==> src/rtl/reg_dec_pkg.sv <==
// Shared definitions for the decrementing loop/countdown register.
// The default width is common with the incrementing address register.
package reg_dec_pkg;

    localparam int unsigned DEFAULT_WIDTH = 16;

    localparam logic [DEFAULT_WIDTH-1:0] ZERO_COUNT = '0;

    typedef enum logic [1:0] {
        IDLE    = 2'b00,
        ARMED   = 2'b01,
        EXPIRED = 2'b10
    } state_t;

endpackage

==> src/rtl/reg_dec_en_delay.sv <==
// One-flop delayed enable with synchronous active-low clear.
// The register write paths use it so that they share the same bus timing.
module en_delay (
    input  logic clk,
    input  logic rstn,
    input  logic en,
    output logic en_d
);

    always_ff @(posedge clk) begin
        if (!rstn) begin
            en_d <= 1'b0;
        end else begin
            en_d <= en;
        end
    end

endmodule

==> src/rtl/reg_dec.sv <==
// Down-counting loop register: the count is loaded from the shared bus one cycle after a write request.
// It reports zero, a one-cycle expiry pulse and a sticky underflow.
module reg_dec
    import reg_dec_pkg::*;
#(
    parameter int unsigned WIDTH = DEFAULT_WIDTH
) (
    input  logic             clk,
    input  logic             rstn,
    input  logic             reg_write_en,
    input  logic             reg_dec_en,
    input  logic [WIDTH-1:0] data_in,
    output logic [WIDTH-1:0] data_out,
    output logic             zero,
    output logic             done,
    output logic             underflow
);

    logic             wr_d;
    state_t           state, state_n;
    logic [WIDTH-1:0] count_n;
    logic             done_n;
    logic             underflow_n;

    en_delay u_en_delay (
        .clk  (clk),
        .rstn (rstn),
        .en   (reg_write_en),
        .en_d (wr_d)
    );

    // A decrement takes priority over a delayed load on the same edge.
    // In that case the load is dropped, which matches the incrementing register.
    always_comb begin
        state_n     = state;
        count_n     = data_out;
        done_n      = 1'b0;
        underflow_n = underflow;
        if (reg_dec_en) begin
            if (data_out != '0) begin
                count_n = data_out - 1'b1;
                if (data_out == WIDTH'(1)) begin
                    state_n = EXPIRED;
                    done_n  = 1'b1;
                end else begin
                    state_n = ARMED;
                end
            end else begin
                underflow_n = 1'b1;
            end
        end else if (wr_d) begin
            count_n     = data_in;
            underflow_n = 1'b0;
            state_n     = (data_in != '0) ? ARMED : IDLE;
        end
    end

    always_ff @(posedge clk) begin
        if (!rstn) begin
            state     <= IDLE;
            data_out  <= '0;
            zero      <= 1'b1;
            done      <= 1'b0;
            underflow <= 1'b0;
        end else begin
            state     <= state_n;
            data_out  <= count_n;
            zero      <= (count_n == '0);
            done      <= done_n;
            underflow <= underflow_n;
        end
    end

endmodule
==> config.mk <==
export PLATFORM = sky130hd
export DESIGN_NAME = reg_dec
export DESIGN_NICKNAME = d
export VERILOG_FILES = /design/src/rtl/reg_dec_pkg.sv /design/src/rtl/reg_dec_en_delay.sv /design/src/rtl/reg_dec.sv
export SDC_FILE = /design/constraint.sdc
export NUM_CORES = 1
export LEC_CHECK = 0
export ABC_AREA = 0
export ABC_CLOCK_PERIOD_IN_PS = 4100
export BUFFER_PORTS_ARGS = -buffer_cell sky130_fd_sc_hd__buf_2
export CORE_ASPECT_RATIO = 1.5
export CORE_MARGIN = 1.5
export CORE_UTILIZATION = 40
export DETAILED_ROUTE_END_ITERATION = 10
export GPL_TIMING_DRIVEN = 1
export PLACE_DENSITY = 0.68
export SYNTH_ARGS = -nofsm -noshare
export SYNTH_HDL_FRONTEND = slang
export SYNTH_SLANG_ARGS = --single-unit
export TNS_END_PERCENT = 10
==> constraint.sdc <==
create_clock -name clk -period 4.1 [get_ports clk]
set_clock_uncertainty 0.2 [all_clocks]
set_input_delay 0.82 -clock clk [delete_from_list [all_inputs] [get_ports clk]]
set_output_delay 0.82 -clock clk [all_outputs]
set_load 0.01 [all_outputs]
==> results.sh <==
export IMPL_vias=1487
export IMPL_holdBufCountCts=0
export IMPL_numCtsBuffers=3
export IMPL_io_buffers=38
export IMPL_rr_worst_depth=8
export IMPL_ys_ff_latch=20
export IMPL_end_kind="flop"
export IMPL_crit_end="zero"
export IMPL_dieArea_sq_um=3911
export IMPL_synth_warnings=0
export IMPL_swShare=0.3942
export IMPL_crit_family="simple AND/OR/NAND/NOR gates"
export IMPL_syn_instance_count=175
export IMPL_power_w=0.0006641
export IMPL_drive_gt1_frac=0.2660
export IMPL_post_cts_resized=0
export IMPL_wl_per_cell_um=16.12
export IMPL_ios=39
export IMPL_die_width_um=51.57
export IMPL_clk_transition_reported_paths_ns=0.08
export IMPL_cp_cell_sequence="inv_1, ha_1, or3b_1, nor4_4, xnor2_1, a21oi_1, or4_1, o41ai_2"
export IMPL_yosysSeqAreaShare=0.2829
export IMPL_r2r_slack_ns=0.99
export IMPL_status="completed"
export IMPL_yosys_cell_types_count=46
export IMPL_max_stage_delay_ns=0.55
export IMPL_grt_max_degree=31
export IMPL_cts_tree="done"
export IMPL_finalMaxSlewViolations=0
export IMPL_p_switching_w=0.0002618
export IMPL_p_per_area_nw_per_um2=403.9
export IMPL_multi_input_area_sq_um=915.9
export IMPL_setup_viol=0
export IMPL_cp_depth=8
export IMPL_rows=26
export IMPL_rr_startpoint="data_out[1]"
export IMPL_netlist_area_sq_um=1415
export IMPL_drtPass1Iterations=4
export IMPL_rsz0062_at_grt="false"
export IMPL_hold_viol=0
export IMPL_final_util=0.4859
export IMPL_worstSkewPairLatency_ns=0.27
export IMPL_nets=226
export IMPL_clock_path_buffers=2
export IMPL_core_sq_um=3383
export IMPL_start_kind="flop"
export IMPL_synth_edf_count=0
export IMPL_internal_power_w=0.0004023
export IMPL_antenna_found_initial=0
export IMPL_cp_max_fo=7
export IMPL_crit_slowest_cell="or3b_1"
export IMPL_synth_ff_type="dfxtp_1"
export IMPL_wl_mm=3.949
export IMPL_critical_path_class="reg2reg"
export IMPL_period_share=0.7578
export IMPL_hp_class="reg2reg"
export IMPL_grt_pass1_wl_mm=6.354
export IMPL_start_util=0.4183
export IMPL_diodes=0
export IMPL_hpwlAfterDp_mm=2.919
export IMPL_synth_top_cell_by_area="dfxtp_1"
export IMPL_cp_num_buf_inv=1
export IMPL_finalSetupTns_ns=0
export IMPL_fillers=375
export IMPL_relSlewSlack=0.3524
export IMPL_synth_area_leaders="dfxtp_1, mux2i_1, nor2_1"
export IMPL_required_ns=4.08
export IMPL_maxCapViolations=0
export IMPL_antenna_left=0
export IMPL_power_frac_seq=0.380
export IMPL_max_freq_mhz=321.8
export IMPL_gp_congestion=0.8460
export IMPL_h_tree_depth=1
export IMPL_fp_dieH_um=75.85
export IMPL_synthToLayoutAreaGrowth_pct=16.18
export IMPL_r2r_end="zero"
export IMPL_synthesis_nets=197
export IMPL_grt_pass1_vias=1316
export IMPL_regArea_sq_um=400.4
export IMPL_synth_most_common_cell="dfxtp_1"
export IMPL_clkPwrFrac=0.242
export IMPL_ys_async_sr_fraction=0
export IMPL_arrival_ns=3.09
export IMPL_routed_via_density=6.069
export IMPL_crit_start="data_out[1]"
export IMPL_cellLeakagePower_nw=0.6879
export IMPL_drc_errors=0
export IMPL_drt_iter0_drc=36
export IMPL_power_frac_comb=0.378
export IMPL_synthTopCellsByCount="dfxtp_1, nor2_1, nand2_1, mux2i_1"
export IMPL_gr_total_overflow=0
export IMPL_syn_avg_cell_area_sq_um=8.086
export IMPL_peakVddDrop_uv=272.3
export IMPL_postCtsSetupRepairBufs=0
export IMPL_yosys_area_top_type_share=0.2829
export IMPL_grt_usage=0.2200
export IMPL_tightest_slew_ns=0.9700
export IMPL_clkSinkCount=20
export IMPL_min_period_ns=3.107
export IMPL_root_buffer="clkbuf_8"
stage by stage:
| step | worst slack [ns] | std cells | hold slack (ns) | instance area (sq um) |
|---|---|---|---|---|
| after floorplan | 1.318 | 175 | 0.2983 | 1415 |
| after global placement | 1.076 | 241 | 0.2687 | 1589 |
| after detailed placement | 1.039 | 241 | 0.2815 | 1589 |
| after CTS | 1.004 | 245 | 0.2925 | 1644 |
| after global routing | 0.8285 | 245 | 0.3349 | 1644 |
| final | 0.9928 | 245 | 0.2823 | 1644 |
cell type report:
type                       instances  area share
sequential                        20      0.2435
tap                               42     0.03196
clock buffer                       4     0.03349
multi-input combinational        133      0.5571
inverter                           8     0.01826
timing repair buffer              38      0.1157
layer usage:
metal,vias up,part of all wire,GRT usage
met5,-,0,0
met4,0,0.045,0.1491
met3,17,0.036,0.02549
met2,42,0.50,0.3689
met1,708,0.42,0.2617
li1,720,-,-
tightest hold or removal path: cells and delay by family, from the launching register on:
kind               cells  cell delay, ns
DFF                    1            0.31
AOI/OAI and AO/OA      2            0.12
flip-flops by register name, summed over array words and instances, names as in the netlist:
signal	flops
zero	1
data_out	16
done	1
underflow	1
u_en_delay.en_d	1
placed cells by master (no fill, tap or decap), types with 2 or more instances in the layout:
cell,n
a31oi_1,2
and2_1,5
a211oi_1,4
o22ai_1,5
clkbuf_8,4
buf_2,38
a21oi_1,4
nand2_1,14
or4_1,7
xnor2_1,2
nor2b_1,2
dfxtp_1,20
or3_1,3
nor2_1,17
o21ai_0,4
mux2_2,2
o31ai_1,4
nand3_1,4
nor4_1,8
inv_1,8
nor3b_1,2
or2_2,3
ha_1,2
nor3_1,6
mux2i_1,11
nand4_1,2
o41ai_2,2
a41oi_1,3
kinds of logic (layout without fill, tap and decap cells):
group / after synthesis / in the layout / share of synthesized area
AND/OR/NAND/NOR: 78 / 78 / 0.3103
AO/OA/AOI/OAI: 38 / 38 / 0.2131
buffers and inverters: 22 / 50 / 0.06985
flip-flops: 20 / 20 / 0.2829
multiplexers: 13 / 13 / 0.09372
adder cells (fa/ha/maj): 2 / 2 / 0.01768
XOR/XNOR: 2 / 2 / 0.01238
power groups by stage:
stage          Clock (W)  Combinational, W  Sequential [W]
2_1_floorplan          0          0.000190        0.000250
3_3_place_gp           0          0.000248        0.000255
3_5_place_dp           0          0.000249        0.000256
4_1_cts         0.000159          0.000251        0.000251
5_1_grt         0.000170          0.000278        0.000258
6_report        0.000161          0.000251        0.000252
worst min path at each step:
stage | startpoint | endpoint | slack [ns] | cells after the start
after floorplan | underflow | underflow | 0.30 | 2
after global placement | underflow | underflow | 0.27 | 2
after detailed placement | underflow | underflow | 0.28 | 2
after CTS | underflow | underflow | 0.29 | 2
after global routing | underflow | underflow | 0.33 | 2
final | underflow | underflow | 0.28 | 2
No activity file was read; power rests on OpenSTA's default activity.
